**src/rtl/mips_defs.sv**
```systemverilog
// rtl/mips_defs.sv - shared opcodes, M-stage FSM states and byte-enable constants
package mips_defs;

    localparam logic [5:0] OP_LB  = 6'h20;
    localparam logic [5:0] OP_LH  = 6'h21;
    localparam logic [5:0] OP_LW  = 6'h23;
    localparam logic [5:0] OP_LBU = 6'h24;
    localparam logic [5:0] OP_LHU = 6'h25;
    localparam logic [5:0] OP_SB  = 6'h28;
    localparam logic [5:0] OP_SH  = 6'h29;
    localparam logic [5:0] OP_SW  = 6'h2b;

    localparam logic [3:0] BE_ALL = 4'b1111;
    localparam logic [3:0] BE_LO  = 4'b0011;
    localparam logic [3:0] BE_HI  = 4'b1100;

    typedef enum logic [1:0] {
        ST_IDLE = 2'd0,
        ST_REQ  = 2'd1,
        ST_DONE = 2'd2
    } mem_state_t;

    function automatic logic is_load_op(input logic [5:0] op);
        return op inside {OP_LB, OP_LH, OP_LW, OP_LBU, OP_LHU};
    endfunction

    function automatic logic is_store_op(input logic [5:0] op);
        return op inside {OP_SB, OP_SH, OP_SW};
    endfunction

endpackage

```
**src/rtl/m_mem_lane.sv**
```systemverilog
// rtl/m_mem_lane.sv - byte-lane steering: enables, store replication, load extension, misalign
module m_mem_lane
    import mips_defs::*;
(
    input  logic [5:0]  op,
    input  logic [1:0]  addr_lo,
    input  logic [31:0] store_data,
    input  logic [31:0] read_data,
    output logic [3:0]  be,
    output logic [31:0] wdata,
    output logic [31:0] load_data,
    output logic        misalign
);

    logic [7:0]  rd_byte;
    logic [15:0] rd_half;

    always_comb begin
        rd_byte = read_data[7:0];
        case (addr_lo)
            2'd0: rd_byte = read_data[7:0];
            2'd1: rd_byte = read_data[15:8];
            2'd2: rd_byte = read_data[23:16];
            2'd3: rd_byte = read_data[31:24];
            default: rd_byte = read_data[7:0];
        endcase
        rd_half = addr_lo[1] ? read_data[31:16] : read_data[15:0];
    end

    always_comb begin
        be        = BE_ALL;
        wdata     = store_data;
        load_data = read_data;
        misalign  = 1'b0;
        case (op)
            OP_SB: begin
                be    = 4'b0001 << addr_lo;
                wdata = {4{store_data[7:0]}};
            end
            OP_SH: begin
                be       = addr_lo[1] ? BE_HI : BE_LO;
                wdata    = {2{store_data[15:0]}};
                misalign = addr_lo[0];
            end
            OP_SW:  misalign  = |addr_lo;
            OP_LB:  load_data = {{24{rd_byte[7]}}, rd_byte};
            OP_LBU: load_data = {24'd0, rd_byte};
            OP_LH: begin
                load_data = {{16{rd_half[15]}}, rd_half};
                misalign  = addr_lo[0];
            end
            OP_LHU: begin
                load_data = {16'd0, rd_half};
                misalign  = addr_lo[0];
            end
            OP_LW:  misalign  = |addr_lo;
            default: ;
        endcase
    end

endmodule

```
**src/rtl/m_mem_access.sv**
```systemverilog
// rtl/m_mem_access.sv - M-stage data memory access unit: req/ack bus FSM with timeout
module m_mem_access
    import mips_defs::*;
#(
    parameter int TIMEOUT = 255
) (
    input  logic        clk,
    input  logic        reset,
    input  logic [5:0]  M_op,
    input  logic [31:0] M_ALU_ans,
    input  logic [31:0] M_GRF_RD2,
    input  logic        M_hold,
    output logic        mem_req,
    output logic        mem_we,
    output logic [31:0] mem_addr,
    output logic [3:0]  mem_be,
    output logic [31:0] mem_wdata,
    input  logic        mem_ack,
    input  logic [31:0] mem_rdata,
    output logic        M_stall,
    output logic [31:0] M_mem_rdata,
    output logic        M_addr_exc,
    output logic        M_bus_err
);

    localparam logic [7:0] TMO_LAST = 8'(TIMEOUT - 1);

    mem_state_t  state, state_nxt;
    logic [7:0]  tmo_cnt;
    logic [3:0]  lane_be;
    logic [31:0] lane_wdata;
    logic [31:0] lane_load;
    logic        lane_misalign;
    logic        mem_op;
    logic        tmo_hit;

    m_mem_lane u_lane (
        .op         (M_op),
        .addr_lo    (M_ALU_ans[1:0]),
        .store_data (M_GRF_RD2),
        .read_data  (mem_rdata),
        .be         (lane_be),
        .wdata      (lane_wdata),
        .load_data  (lane_load),
        .misalign   (lane_misalign)
    );

    assign mem_op  = is_load_op(M_op) || is_store_op(M_op);
    assign tmo_hit = (tmo_cnt == TMO_LAST);

    always_ff @(posedge clk) begin
        if (!reset) state <= ST_IDLE;
        else        state <= state_nxt;
    end

    always_comb begin
        state_nxt = state;
        M_stall   = 1'b0;
        case (state)
            ST_IDLE: begin
                if (mem_op) begin
                    M_stall   = 1'b1;
                    state_nxt = lane_misalign ? ST_DONE : ST_REQ;
                end
            end
            ST_REQ: begin
                M_stall = 1'b1;
                if (mem_ack || tmo_hit) state_nxt = ST_DONE;
            end
            ST_DONE: begin
                if (!M_hold) state_nxt = ST_IDLE;
            end
            default: state_nxt = ST_IDLE;
        endcase
    end

    // M inputs are frozen by M_stall during REQ, so the lane output still describes this access
    always_ff @(posedge clk) begin
        if (!reset) begin
            tmo_cnt     <= 8'd0;
            mem_req     <= 1'b0;
            mem_we      <= 1'b0;
            mem_addr    <= 32'd0;
            mem_be      <= 4'd0;
            mem_wdata   <= 32'd0;
            M_mem_rdata <= 32'd0;
            M_addr_exc  <= 1'b0;
            M_bus_err   <= 1'b0;
        end else begin
            case (state)
                ST_IDLE: begin
                    if (mem_op) begin
                        tmo_cnt     <= 8'd0;
                        M_mem_rdata <= 32'd0;
                        M_bus_err   <= 1'b0;
                        M_addr_exc  <= lane_misalign;
                        if (!lane_misalign) begin
                            mem_req   <= 1'b1;
                            mem_we    <= is_store_op(M_op);
                            mem_addr  <= {M_ALU_ans[31:2], 2'b00};
                            mem_be    <= lane_be;
                            mem_wdata <= lane_wdata;
                        end
                    end
                end
                ST_REQ: begin
                    if (mem_ack) begin
                        mem_req <= 1'b0;
                        if (is_load_op(M_op)) M_mem_rdata <= lane_load;
                    end else if (tmo_hit) begin
                        mem_req   <= 1'b0;
                        M_bus_err <= 1'b1;
                    end else begin
                        tmo_cnt <= tmo_cnt + 8'd1;
                    end
                end
                default: ;
            endcase
        end
    end

endmodule

```
**config.mk**
```make
export PLATFORM = sky130hd
export DESIGN_NAME = m_mem_access
export DESIGN_NICKNAME = d
export VERILOG_FILES = /design/src/rtl/mips_defs.sv /design/src/rtl/m_mem_lane.sv /design/src/rtl/m_mem_access.sv
export SDC_FILE = /design/constraint.sdc
export NUM_CORES = 1
export LEC_CHECK = 0
export CAP_MARGIN = 20
export CORE_AREA = 2 2 121 123
export CTS_CLUSTER_DIAMETER = 150
export DETAILED_ROUTE_END_ITERATION = 8
export DIE_AREA = 0 0 123 125
export PLACE_DENSITY = 0.77
export SLEW_MARGIN = 25
export SYNTH_ARGS = -nofsm -noshare
export SYNTH_HDL_FRONTEND = slang
export SYNTH_HIERARCHICAL = 1
export SYNTH_SLANG_ARGS = --single-unit
```
**constraint.sdc**
```tcl
create_clock -name clk -period 2.2 [get_ports clk]
set_input_delay 0.22 -clock clk [delete_from_list [all_inputs] [get_ports clk]]
set_output_delay 0.22 -clock clk [all_outputs]
set_load 0.02 [all_outputs]
```
==> run summary <==
Overall Power: 4.77 mW
Largest net degree at the start of global routing: 51
Internal: 3.40 mW
Worst reg-to-reg setup slack: 0.38 ns
WP data required: 2.50 ns
Hold buffers post-CTS: 0
Number of remaining DRC errors: 0
Layout cells sized above 1: 12.4%
Routed WL: 17.9 mm
Mean Syn Cell Area: 8.16 sq um
R2r endpoint: tmo_cnt[6]
Htree depth: 3
Mux share of post-synthesis cell area: 15.6%
CP dominant cell by count: buf_4
Post-synthesis xor/xnor area fraction: 0.155%
# port buffers: 208
CTS tree: done
Area contributors post-synth: dfxtp_1 40%, nand2_1 15%, mux2i_1 7.4%, a21oi_1 7.2%, mux2_2 3.4%
Initial Utilization: 39.9%
Final setup viols: 0
Post-Synth Simple-Gate Area: 21.4%
Cell area after layout: 8550 sq um
Clk pwr share: 36.2%
Placed cells: 1081
Hold Path Origin: M_ALU_ans[12]
Sw Ratio: 28.7%
Yosys reg bits: 112
Ys Warns: 6
Number of global-route vias before repair: 5589
Cell count along the critical path: 8
CP max FO: 13
Fill count: 1252
Sequential share of the synthesized area: 39.6%
Commonest non-fill, non-tap cells in the layout: 222 x nand2_1, 207 x clkdlybuf4s50_1, 112 x dfxtp_1
Crit path DAT: 2.27 ns
Vias per cell: 5.21
Final GP Congestion: 0.876
Final nets: 1016
Status: finished clean
Max_slew headroom: 60.7%
WHS Endpoint: mem_addr[12]
Crit path kind: in -> reg
Main synth FF type: dfxtp_1
Syn-to-layout area delta: 51.0%
Max Fclk: 505 MHz
Clk slew on worst S/H paths: 0.09 ns
Pins Over Slew Limit: 0
Top cell type by total area after synthesis: dfxtp_1
CP Cell Sequence: clkdlybuf4s50_1 -> or4b_4 -> buf_4 -> nor4b_2 -> buf_4 -> a221o_1 -> nand2_1 -> mux2i_1
Post-Synth Adder-Cell Area: 0.442%
Critical path endpoint category: flop
Num CTS Buffers: 9
Cell Rows: 44
Placement-stage cell area: 8230 sq um
Final hold viol count: 0
Hold depth: 3
# IOs: 211
Pwr/cell area: 558 nW/um^2
Reg2Reg Depth: 3
CP Buf/Inv Count: 3
Synthesized area: 5660 sq um
DR pass1 iterations: 4
Die height: 125 microns
Die X: 123 microns
Max Root-Sink Buffers: 2
Comb pwr share: 19.5%
Clock Sinks: 112
Leading cell type in the layout, fill and taps excluded: nand2_1
DR vias: 5719
Starting DRT DRC Count: 419
GR Util All Layers: 23.9%
Total gr overflow: 0
Netlist cell types: 55
Root Buffer: clkbuf_16
Startpoint Class: primary input
Core region area: 14200 sq um
Largest family of logic cells by synthesized area: simple AND/OR/NAND/NOR gates
RSZ-0062 raised after global routing: false
Die area: 15400 sq um
Synth Area in Compound Gates: 16.2%
CP top delay family: simple AND/OR/NAND/NOR gates
Post-synthesis cell count: 694
Hold crit path type: in -> reg
Clk_lat worst skew: 0.37 ns
Peak VDD IR: 0.441 mV
DR WL/cell: 16.3 microns
CP max stage cell: or4b_4
Worst Skew: 0.0162 ns
Leak pwr: 3.32 nW
Initial antenna violation count: 0
Worst-margin pin slew: 0.586 ns
Non-Filler Instances: 1097
Detail Placement HPWL: 13.6 mm
Post-route ant nets: 0
Reg2reg start: state[0]
Tcrit/Tclk final: 90.0%
First-pass GRT wire length: 28.9 mm
Ys async rst share: 0%
Share of power burned in registers: 44.3%
Minimum clock period: 1.98 ns
N_diodes: 0
Post-synth EDFFs: 0
Crit-path max cell delay: 0.60 ns
NetSw: 1.37 mW
Max-Cap Viols: 0
Synth top area share: 39.6%
cells by family (layout without fill, tap and decap cells):
kind of cell | Yosys count | after routing
and+or+nand+nor | 283 | 283
AOI/OAI and AO/OA | 151 | 151
DFF | 112 | 112
muxes | 73 | 73
buffers and inverters | 71 | 289
adders and majority gates | 2 | 2
other | 1 | 2
xor gates and xnor gates | 1 | 1
worst max-delay path by stage:
stage	start	endpoint	slack (ns)
global placement	M_op[1]	M_mem_rdata[18]	-0.15
detailed placement	M_op[1]	M_mem_rdata[11]	-0.20
finish	M_op[1]	M_mem_rdata[11]	0.22
floorplan	M_op[0]	mem_be[0]	0.1
global route	M_op[1]	M_mem_rdata[11]	0.07
CTS	M_op[1]	M_mem_rdata[11]	0.17
final cells by class:
class,count,area [sq um],share of cell area [%]
Multi-Input combinational cell,512,3070,35.9
Timing Repair Buffer,265,2660,31.1
Sequential cell,112,2240,26.2
Tap cell,184,230,2.69
Clock buffer,9,225,2.63
Clock inverter,7,92.6,1.08
Inverter,8,30.0,0.351
flip-flops by register name, indices dropped and copies added (netlist names):
register,flops
M_addr_exc,1
M_bus_err,1
M_mem_rdata,32
mem_addr,30
mem_be,4
mem_req,1
mem_wdata,32
mem_we,1
state,2
tmo_cnt,8
worst reg2reg max path: stages, from the launching register on:
cell and delay [ns]:
dfxtp_1 0.56, or3b_1 0.48, or4_1 0.52, a31oi_1 0.18
power by group through the flow:
| stage | Clock, mW | Sequential, mW | Combinational (mW) |
|---|---|---|---|
| after floorplan | 0 | 2.22 | 0.378 |
| after global placement | 0 | 2.16 | 0.923 |
| after detailed placement | 0 | 2.16 | 0.928 |
| after CTS | 1.77 | 2.12 | 0.931 |
| after global routing | 1.84 | 2.12 | 1.00 |
| final | 1.72 | 2.12 | 0.930 |
synthesized netlist by cell type (6+ instances only):
cell type,instances
nor2_1,14
o21ai_1,11
mux4_2,8
inv_1,8
clkbuf_1,29
a21oi_1,81
mux2_4,6
a221o_1,15
nand2_1,222
nand3_1,9
mux2i_1,42
buf_4,13
and3_1,8
buf_2,12
mux2_2,17
a31oi_1,11
o21ai_0,9
nor3_1,6
dfxtp_1,112
metrics by stage:
step	utilization (%)	TNS (ns)	setup WS (ns)	hold slack (ns)
after floorplan	-	0	0.0982	0.356
after global placement	57.9	-3.15	-0.145	0.440
after detailed placement	57.9	-3.84	-0.199	0.445
after CTS	60.2	0	0.171	0.372
after global routing	60.2	0	0.0709	0.402
final	60.2	0	0.220	0.384
per-layer routing:
layer / track usage, % / share of wire (%)
met3: 7.94 / 8.8
met4: 9.22 / 2.7
met1: 29.1 / 41
met5: 0 / 0
met2: 38.7 / 47
timing repair:
| item | CTS | global route |
|---|---|---|
| setup endpoints to repair | 1 | 1 |
| buffers inserted | 0 | 0 |
| gates resized for setup | 1 | 1 |
Power figures use the tool's default switching activity.
